<file path="src/rtl/instruction_tx.sv">
// rtl/instruction_tx.sv - bit-serial instruction transmitter with ready/ack handshake
// Sends one WIDTH-bit word MSB first, one data_ready/data_ack handshake per bit.
module instruction_tx #(
    parameter int WIDTH          = 10,
    parameter int SETUP_CYCLES   = 2,
    parameter int TIMEOUT_CYCLES = 1000
) (
    input  logic             clk,
    input  logic             reset,
    input  logic             start,
    input  logic [WIDTH-1:0] word,
    input  logic             data_ack,
    output logic             data_ready,
    output logic             data_bit,
    output logic             busy,
    output logic             done,
    output logic             timeout_err
);

    localparam int BW = $clog2(WIDTH) + 1;
    localparam int SW = $clog2(SETUP_CYCLES) + 1;
    localparam int TW = $clog2(TIMEOUT_CYCLES) + 1;

    localparam logic [BW-1:0] LAST_BIT   = BW'(WIDTH - 1);
    localparam logic [SW-1:0] SETUP_LAST = SW'(SETUP_CYCLES - 1);
    localparam logic [TW-1:0] WAIT_LAST  = TW'(TIMEOUT_CYCLES - 1);

    typedef enum logic [2:0] {
        S_IDLE,
        S_SETUP,
        S_WAIT_ACK,
        S_WAIT_RELEASE,
        S_DONE,
        S_ERROR
    } state_t;

    state_t state, state_next;

    logic             ack_meta;
    logic             ack_s;
    logic [WIDTH-1:0] shift_reg;
    logic [BW-1:0]    bit_cnt;
    logic [SW-1:0]    setup_cnt;
    logic [TW-1:0]    wait_cnt;

    logic accept;
    logic wait_run;
    logic wait_expired;
    logic setup_met;
    logic bit_acked;

    // data_ack comes from another clock domain
    always_ff @(posedge clk) begin
        if (reset) begin
            ack_meta <= 1'b0;
            ack_s    <= 1'b0;
        end else begin
            ack_meta <= data_ack;
            ack_s    <= ack_meta;
        end
    end

    always_comb begin
        accept       = (state == S_IDLE) && start;
        wait_run     = ((state == S_SETUP) && ack_s) ||
                       (state == S_WAIT_ACK) || (state == S_WAIT_RELEASE);
        wait_expired = wait_run && (wait_cnt == WAIT_LAST);
        setup_met    = (state == S_SETUP) && !ack_s && (setup_cnt == SETUP_LAST);
        bit_acked    = (state == S_WAIT_ACK) && ack_s;
    end

    always_ff @(posedge clk) begin
        if (reset) begin
            state <= S_IDLE;
        end else begin
            state <= state_next;
        end
    end

    always_comb begin
        state_next = state;
        case (state)
            S_IDLE: begin
                if (start) begin
                    state_next = S_SETUP;
                end
            end
            S_SETUP: begin
                if (setup_met) begin
                    state_next = S_WAIT_ACK;
                end else if (wait_expired) begin
                    state_next = S_ERROR;
                end
            end
            S_WAIT_ACK: begin
                // The last bit skips the release wait; the receiver may keep ack high.
                if (ack_s) begin
                    state_next = (bit_cnt == LAST_BIT) ? S_DONE : S_WAIT_RELEASE;
                end else if (wait_expired) begin
                    state_next = S_ERROR;
                end
            end
            S_WAIT_RELEASE: begin
                if (!ack_s) begin
                    state_next = S_SETUP;
                end else if (wait_expired) begin
                    state_next = S_ERROR;
                end
            end
            S_DONE:  state_next = S_IDLE;
            S_ERROR: state_next = S_IDLE;
            default: state_next = S_IDLE;
        endcase
    end

    always_comb begin
        data_ready = 1'b0;
        data_bit   = 1'b0;
        busy       = 1'b0;
        done       = 1'b0;
        case (state)
            S_SETUP: begin
                busy     = 1'b1;
                data_bit = shift_reg[WIDTH-1];
            end
            S_WAIT_ACK: begin
                busy       = 1'b1;
                data_ready = 1'b1;
                data_bit   = shift_reg[WIDTH-1];
            end
            S_WAIT_RELEASE: begin
                busy     = 1'b1;
                data_bit = shift_reg[WIDTH-1];
            end
            S_DONE: begin
                done = 1'b1;
            end
            default: begin
                busy = 1'b0;
            end
        endcase
    end

    always_ff @(posedge clk) begin
        if (reset) begin
            shift_reg   <= '0;
            bit_cnt     <= '0;
            setup_cnt   <= '0;
            wait_cnt    <= '0;
            timeout_err <= 1'b0;
        end else begin
            if (accept) begin
                shift_reg   <= word;
                bit_cnt     <= '0;
                timeout_err <= 1'b0;
            end else if (bit_acked) begin
                shift_reg <= {shift_reg[WIDTH-2:0], 1'b0};
                bit_cnt   <= bit_cnt + BW'(1);
            end

            if (state_next == S_ERROR) begin
                timeout_err <= 1'b1;
            end

            // Both counters restart on every state change.
            if (state_next != state) begin
                setup_cnt <= '0;
                wait_cnt  <= '0;
            end else begin
                if ((state == S_SETUP) && !ack_s) begin
                    setup_cnt <= setup_cnt + SW'(1);
                end
                if (wait_run) begin
                    wait_cnt <= wait_cnt + TW'(1);
                end
            end
        end
    end

endmodule

</file>
<file path="config.mk">
export PLATFORM = sky130hd
export DESIGN_NAME = instruction_tx
export DESIGN_NICKNAME = d
export VERILOG_FILES = /design/src/rtl/instruction_tx.sv
export SDC_FILE = /design/constraint.sdc
export NUM_CORES = 1
export LEC_CHECK = 0
export ABC_AREA = 1
export CAP_MARGIN = 10
export CORE_ASPECT_RATIO = 0.8
export CORE_MARGIN = 2
export CORE_UTILIZATION = 35
export DETAILED_ROUTE_END_ITERATION = 16
export HOLD_SLACK_MARGIN = 0.05
export PLACE_DENSITY = 0.6
export SLEW_MARGIN = 10
export SYNTH_ARGS = -nofsm -noshare
export SYNTH_HDL_FRONTEND = slang
export SYNTH_SLANG_ARGS = --single-unit
</file>
<file path="constraint.sdc">
create_clock -name clk -period 1.61 [get_ports clk]
set_input_delay 0.322 -clock clk [delete_from_list [all_inputs] [get_ports clk]]
set_output_delay 0.322 -clock clk [all_outputs]
set_load 0.02 [all_outputs]
</file>
## Word level (Yosys, flattened, before mapping)

Cells that the tools add are included.

| storage, ports and cells | value |
|---|---|
| register bits | 34 |
| word-level logic and storage cells | 50 |
| output and inout bits | 5 |
| input port bits | 14 |

| operators by class | value |
|---|---|
| reductions and logical operators | 15 |
| equality and inequality tests | 9 |
| add/sub/neg operators | 3 |
| multiplexer cells | 15 |

Operators by type and width:

| cell | count |
|---|---|
| 2-to-1 mux 10 bit | 2 |
| 2-to-1 mux 3 bit | 6 |
| one-hot mux 3 bit (4 select lines) | 1 |
| adder 11 x 1 -> 11 bit, second input constant | 1 |
| == test 11 x 10 -> 1 bit, second input constant | 1 |
| == test 3 x 2 -> 1 bit, second input constant | 2 |
| == test 3 bit, second input constant | 2 |
| logical AND 1 bit | 6 |
| 2-to-1 mux 1 bit | 6 |
| adder 5 x 1 -> 5 bit, second input constant | 1 |
| == test 5 x 4 -> 1 bit, second input constant | 1 |
| nonzero test 2 bit | 2 |
| OR reduction 2 bit | 2 |
| == test 3 x 1 -> 1 bit, second input constant | 1 |
| zero test 3 bit | 1 |
| inequality test 3 bit | 1 |
| OR reduction 3 bit | 1 |
| adder 2 x 1 -> 2 bit, second input constant | 1 |
| == test 2 x 1 -> 1 bit, second input constant | 1 |
| logical OR 1 bit | 2 |
| zero test 1 bit | 1 |

## Longest topological paths before layout

| depth | value |
|---|---|
| depth after elaboration | 10 |
| gate-level depth with buffers | 15 |
| mapped depth without buffers | 14 |

## Worst setup path before layout

OpenSTA, ideal clock, no wires.

| timing path | value |
|---|---|
| kind | register to register |
| from | register state[2] |
| to | register setup_cnt[1] |
| data arrival time | 1.478 ns |
| data required time | 1.491 ns |
| clock period less this slack | 1.596 ns |
| path slack | 0.014 ns |
| setup time | 0.119 ns |
| cell stages (with the launch flop) | 14 |
| buffers on the path | 1 |
| cell sequence | dfxtp_1 -> inv_2 -> nand2_2 -> nor2_2 -> nand3_1 -> nand2_1 -> inv_1 -> nand2_1 -> nand2_1 -> nand2_1 -> nor2_2 -> nand2_2 -> buf_6 -> nor2_2 |

| on the way | value |
|---|---|
| longest elaborated chain between the ends | 10 |
| elaborated cells on any way between the ends | 18 |
| those cells by class | eq/ne: 4; mux: 6; reduce/logical: 8 |

Ends and longest elaborated chain:

| item | RTL line | text |
|---|---|---|
| from (decl) | 37 | `state_t state, state_next;` |
| from (signal assigned) | 76 | `state <= state_next;` |
| == test 3 x 1 -> 1 bit | n/a |  |
| logical AND 1 bit | 65 | `wait_run = ((state == S_SETUP) && ack_s) \|\|` |
| logical OR 1 bit | 65 |  |
| logical OR 1 bit | 66 | `(state == S_WAIT_ACK) \|\| (state == S_WAIT_RELEASE);` |
| logical AND 1 bit | 67 | `wait_expired = wait_run && (wait_cnt == WAIT_LAST);` |
| 2-to-1 mux 3 bit | 91, 99, 106 |  |
| 2-to-1 mux 3 bit (on tied branches) | 104, 89, 97 |  |
| one-hot mux 3 bit (4 select lines) | 82 | `case (state)` |
| inequality test 3 bit | 166 | `if (state_next != state) begin` |
| OR reduction 2 bit (no source line) | n/a |  |
| to (signal assigned) | 171 | `setup_cnt <= setup_cnt + SW'(1);` |
| to (decl) | 43 | `logic [SW-1:0] setup_cnt;` |

Several ways; a longest one is shown, not always the timed one.
A chain may end at the register's enable or synchronous reset.

## Final worst setup path

| timing path | value |
|---|---|
| from | register wait_cnt[2] |
| to | register wait_cnt[8] |

| on the way | value |
|---|---|
| longest elaborated chain between the ends | 7 |
| elaborated cells on any way between the ends | 10 |
| those cells by class | add/sub: 1; eq/ne: 2; mux: 5; reduce/logical: 2 |

Ends and longest elaborated chain:

| item | RTL line | text |
|---|---|---|
| from (decl) | 44 | `logic [TW-1:0] wait_cnt;` |
| from (signal assigned) | 174 | `wait_cnt <= wait_cnt + TW'(1);` |
| == test 11 x 10 -> 1 bit | 67 |  |
| logical AND 1 bit | 67 |  |
| 2-to-1 mux 3 bit | 91, 99, 106 |  |
| 2-to-1 mux 3 bit (on tied branches) | 104, 89, 97 |  |
| one-hot mux 3 bit (4 select lines) | 82 |  |
| inequality test 3 bit | 166 |  |
| OR reduction 2 bit (no source line) | n/a |  |

Several ways; a longest one is shown, not always the timed one.

==> impl_results.md <==
* Crit path required time at 1.79 ns
* Die Span Y at 65.9 um
* Setup CP Type: register to register
* WL per Instance at 11.1 um
* Root Buffer: clkbuf_8
* DRT Pass-1 Iters at 4
* Worst Hold Depth at 2
* Final min period at 1.75 ns
* Mapped cell area at 1680 um2
* Iter 0 DRT Violations at 65
* Power Density at 733 nW/um2
* Ratio of cells with drive above 1 in the final layout at 36.4%
* Crit path largest cell delay at 0.36 ns
* Cell Chain, Critical Path: inv_1 > nor2_2 > nand3_4 > nor2_4 > nand2_2 > nand2_2 > nand2_4 > nand2_2 > nand2_2 > nand2_2 > nor2_4 > nand2_4 > buf_12 > nor2_2
* Placed cell area at 2140 um2
* Initial Util at 36.5%
* Largest area contributor in the netlist: dfxtp_1
* Mean post-synth cell area at 7.17 um2
* Final WS setup at -0.141 ns
* Area Overhead vs Synth at 46.5%
* Overall Global Routing Usage at 15.4%
* Final setup violation count at 14
* CTS Sinks at 34
* Yosys top cell area share at 40.6%
* Tcrit/Tclk final at 109%
* Worst reg2reg endpoint: wait_cnt[8]
* Violated checks: setup timing
* Crit path DAT at 1.93 ns
* Syn Nets at 252
* Num CTS Buffers at 5
* RR Startpoint: wait_cnt[2]
* Hold buffer count at CTS at 0
* DRT antenna net count at 0
* M3 GR Usage at 3.28%
* NumNets Final at 308
* R2R setup slack at -0.14 ns
* Final Skew at 0.00236 ns
* Global route overflow at 0
* CP endpoint kind: register
* Cell mode on critical path: nand2_2
* Fmax at 0.571 GHz
* Final hold vios at 0
* CP Max Fanout at 7
* Seq/Total Area, Yosys at 40.6%
* Pre-CTS WS at -0.217 ns
* Largest register FFs at 11
* Number of vias per cell at 4.59
* Min Hold Slack at 0.405 ns
* Vias in the first global route at 1,480
* Peak supply drop at 0.517 mV
* Residual DRC at 0
* CTS Buffer Depth at 2
* Post-route cell area at 2460 um2
* Clk slew on worst S/H paths at 0.07 ns
* Initial antenna violation count at 0
* Top Usage Layer GRT: met2
* Outcome: complete, but fails checks
* Diode count at 0
* # port buffers at 18
* Final WL at 3910 um
* Slew HR at 81.7%
* H-tree levels at 2
* Total Power at 1.80 mW
* GRT met1 Usage at 20.8%
* TritonCTS clock tree: built
* Largest net degree at the start of global routing at 20
* Die Span X at 81.4 um
* Max_cap viols at 0
* Clk_lat worst skew at 0.28 ns
* First-pass GRT wire length at 6450 um
* Floorplan row count at 22
* DP HPWL at 2560 um
* Final core utilization at 53.5%
* Worst setup SP type: register
* Die area at 5370 um2
* Final GP Congestion at 0.852
* Worst reg-to-reg path cell count at 14
* Hold Crit Endpoint: ack_s
* Worst hold path type: register to register
* Static Leak at 0.992 nW
* Synth Register Bits at 34
* Unrepaired setup endpoints after global routing: true
* Post-synthesis cell count at 234
* Vias at 1,610
* Slowest library cell on the worst path: dfxtp_1
* Met2 Use GR at 24.5%
* Core ar. at 4600 um2
* Ports at 19
* Synth top area cells: dfxtp_1 (41%), nand2_1 (12%), inv_1 (6.3%)
* Distinct cells, synth at 24
* Worst-Margin Slew at 0.272 ns
* Slew Limit Fails at 0
* Min-delay src: ack_meta
* Synth Warn # at 0
[kinds of logic after synthesis]
group / synth area share (%)
AO/OA/AOI/OAI: 10.1
flip-flops: 40.6
AND/OR/NAND/NOR: 32.5
adder cells (fa/ha/maj): 2.98
buffers and inverters: 8.65
XOR/XNOR: 5.22
[layout make-up]
| type | count | area (um2) |
|---|---|---|
| clock inverter | 1 | 5.00 |
| clock buffer | 7 | 86.3 |
| multi-input combinational | 164 | 1000 |
| tap | 60 | 75.1 |
| inverter | 31 | 116 |
| sequential | 34 | 692 |
| timing repair buffer | 54 | 479 |
| fill | 419 | 2140 |
[worst max-delay path by stage]
| stage | start | to | slack (ns) | cells after the start |
|---|---|---|---|---|
| finish | wait_cnt[2] | wait_cnt[8] | -0.14 | 14 |
| CTS | bit_cnt[1] | wait_cnt[0] | -0.03 | 13 |
| floorplan | state[2] | setup_cnt[1] | 0.01 | 13 |
| global route | wait_cnt[2] | setup_cnt[0] | -0.24 | 14 |
| global placement | start | wait_cnt[0] | -0.18 | 13 |
| detailed placement | start | setup_cnt[0] | -0.22 | 13 |
[synth_stat cells]
master,n
nand2_1,52
dfxtp_1,34
inv_1,28
nor2_1,23
nor2_2,15
nand3_1,13
o21ai_0,12
a31oi_1,8
xnor2_1,8
a21oi_1,7
nor3_1,6
ha_1,4
nand2_2,4
nand4_1,4
inv_2,3
a211oi_1,2
buf_2,2
clkbuf_1,2
xor2_1,2
a21o_2,1
and3_1,1
buf_6,1
nand2_4,1
nor3b_1,1
[repair_timing]
item                       4_1_cts  5_1_grt
pin swaps                        2       16
gates cloned                     1        0
setup buffers                    4        3
gates resized for setup         31       34
setup endpoints to repair       17       29
[critical path: cells and delay by family, from the launching register on]
family	cells	cell delay [ns]
simple gates	12	1.05
buf+inv	2	0.23
flops	1	0.36
[per-stage QoR]
step,TNS (ns),instances
2_1_floorplan,0,234
3_3_place_gp,-3.03,335
3_5_place_dp,-3.88,335
4_1_cts,-0.261,348
5_1_grt,-3.14,351
6_report,-1.72,351
[power by group]
part | leakage (nW) | switching, mW | internal (mW) | total (mW)
registers | 0.280 | 0.0185 | 0.870 | 0.889
clock network | 0.0482 | 0.298 | 0.345 | 0.643
logic | 0.664 | 0.136 | 0.133 | 0.269
total | 0.992 | 0.452 | 1.35 | 1.80
[routing by layer]
metal	vias up	routed length (um)
li1	858	-
met1	731	1890
met2	17	1880
met3	4	108
met4	0	31
met5	-	0
[cells in the final DEF (no fill, tap or decap), drive strengths merged]
master,netlist,routed
a211oi,2,2
a21o,1,1
a21oi,7,7
a31oi,8,8
and3,1,1
buf,3,37
clkbuf,2,10
clkdlybuf4s50,0,14
clkinv,0,1
dfxtp,34,34
ha,4,4
inv,31,31
nand2,57,57
nand3,13,13
nand4,4,4
nor2,38,38
nor3,6,6
nor3b,1,1
o21ai,12,12
xnor2,8,8
xor2,2,2
(Power assumes the default switching activity.)
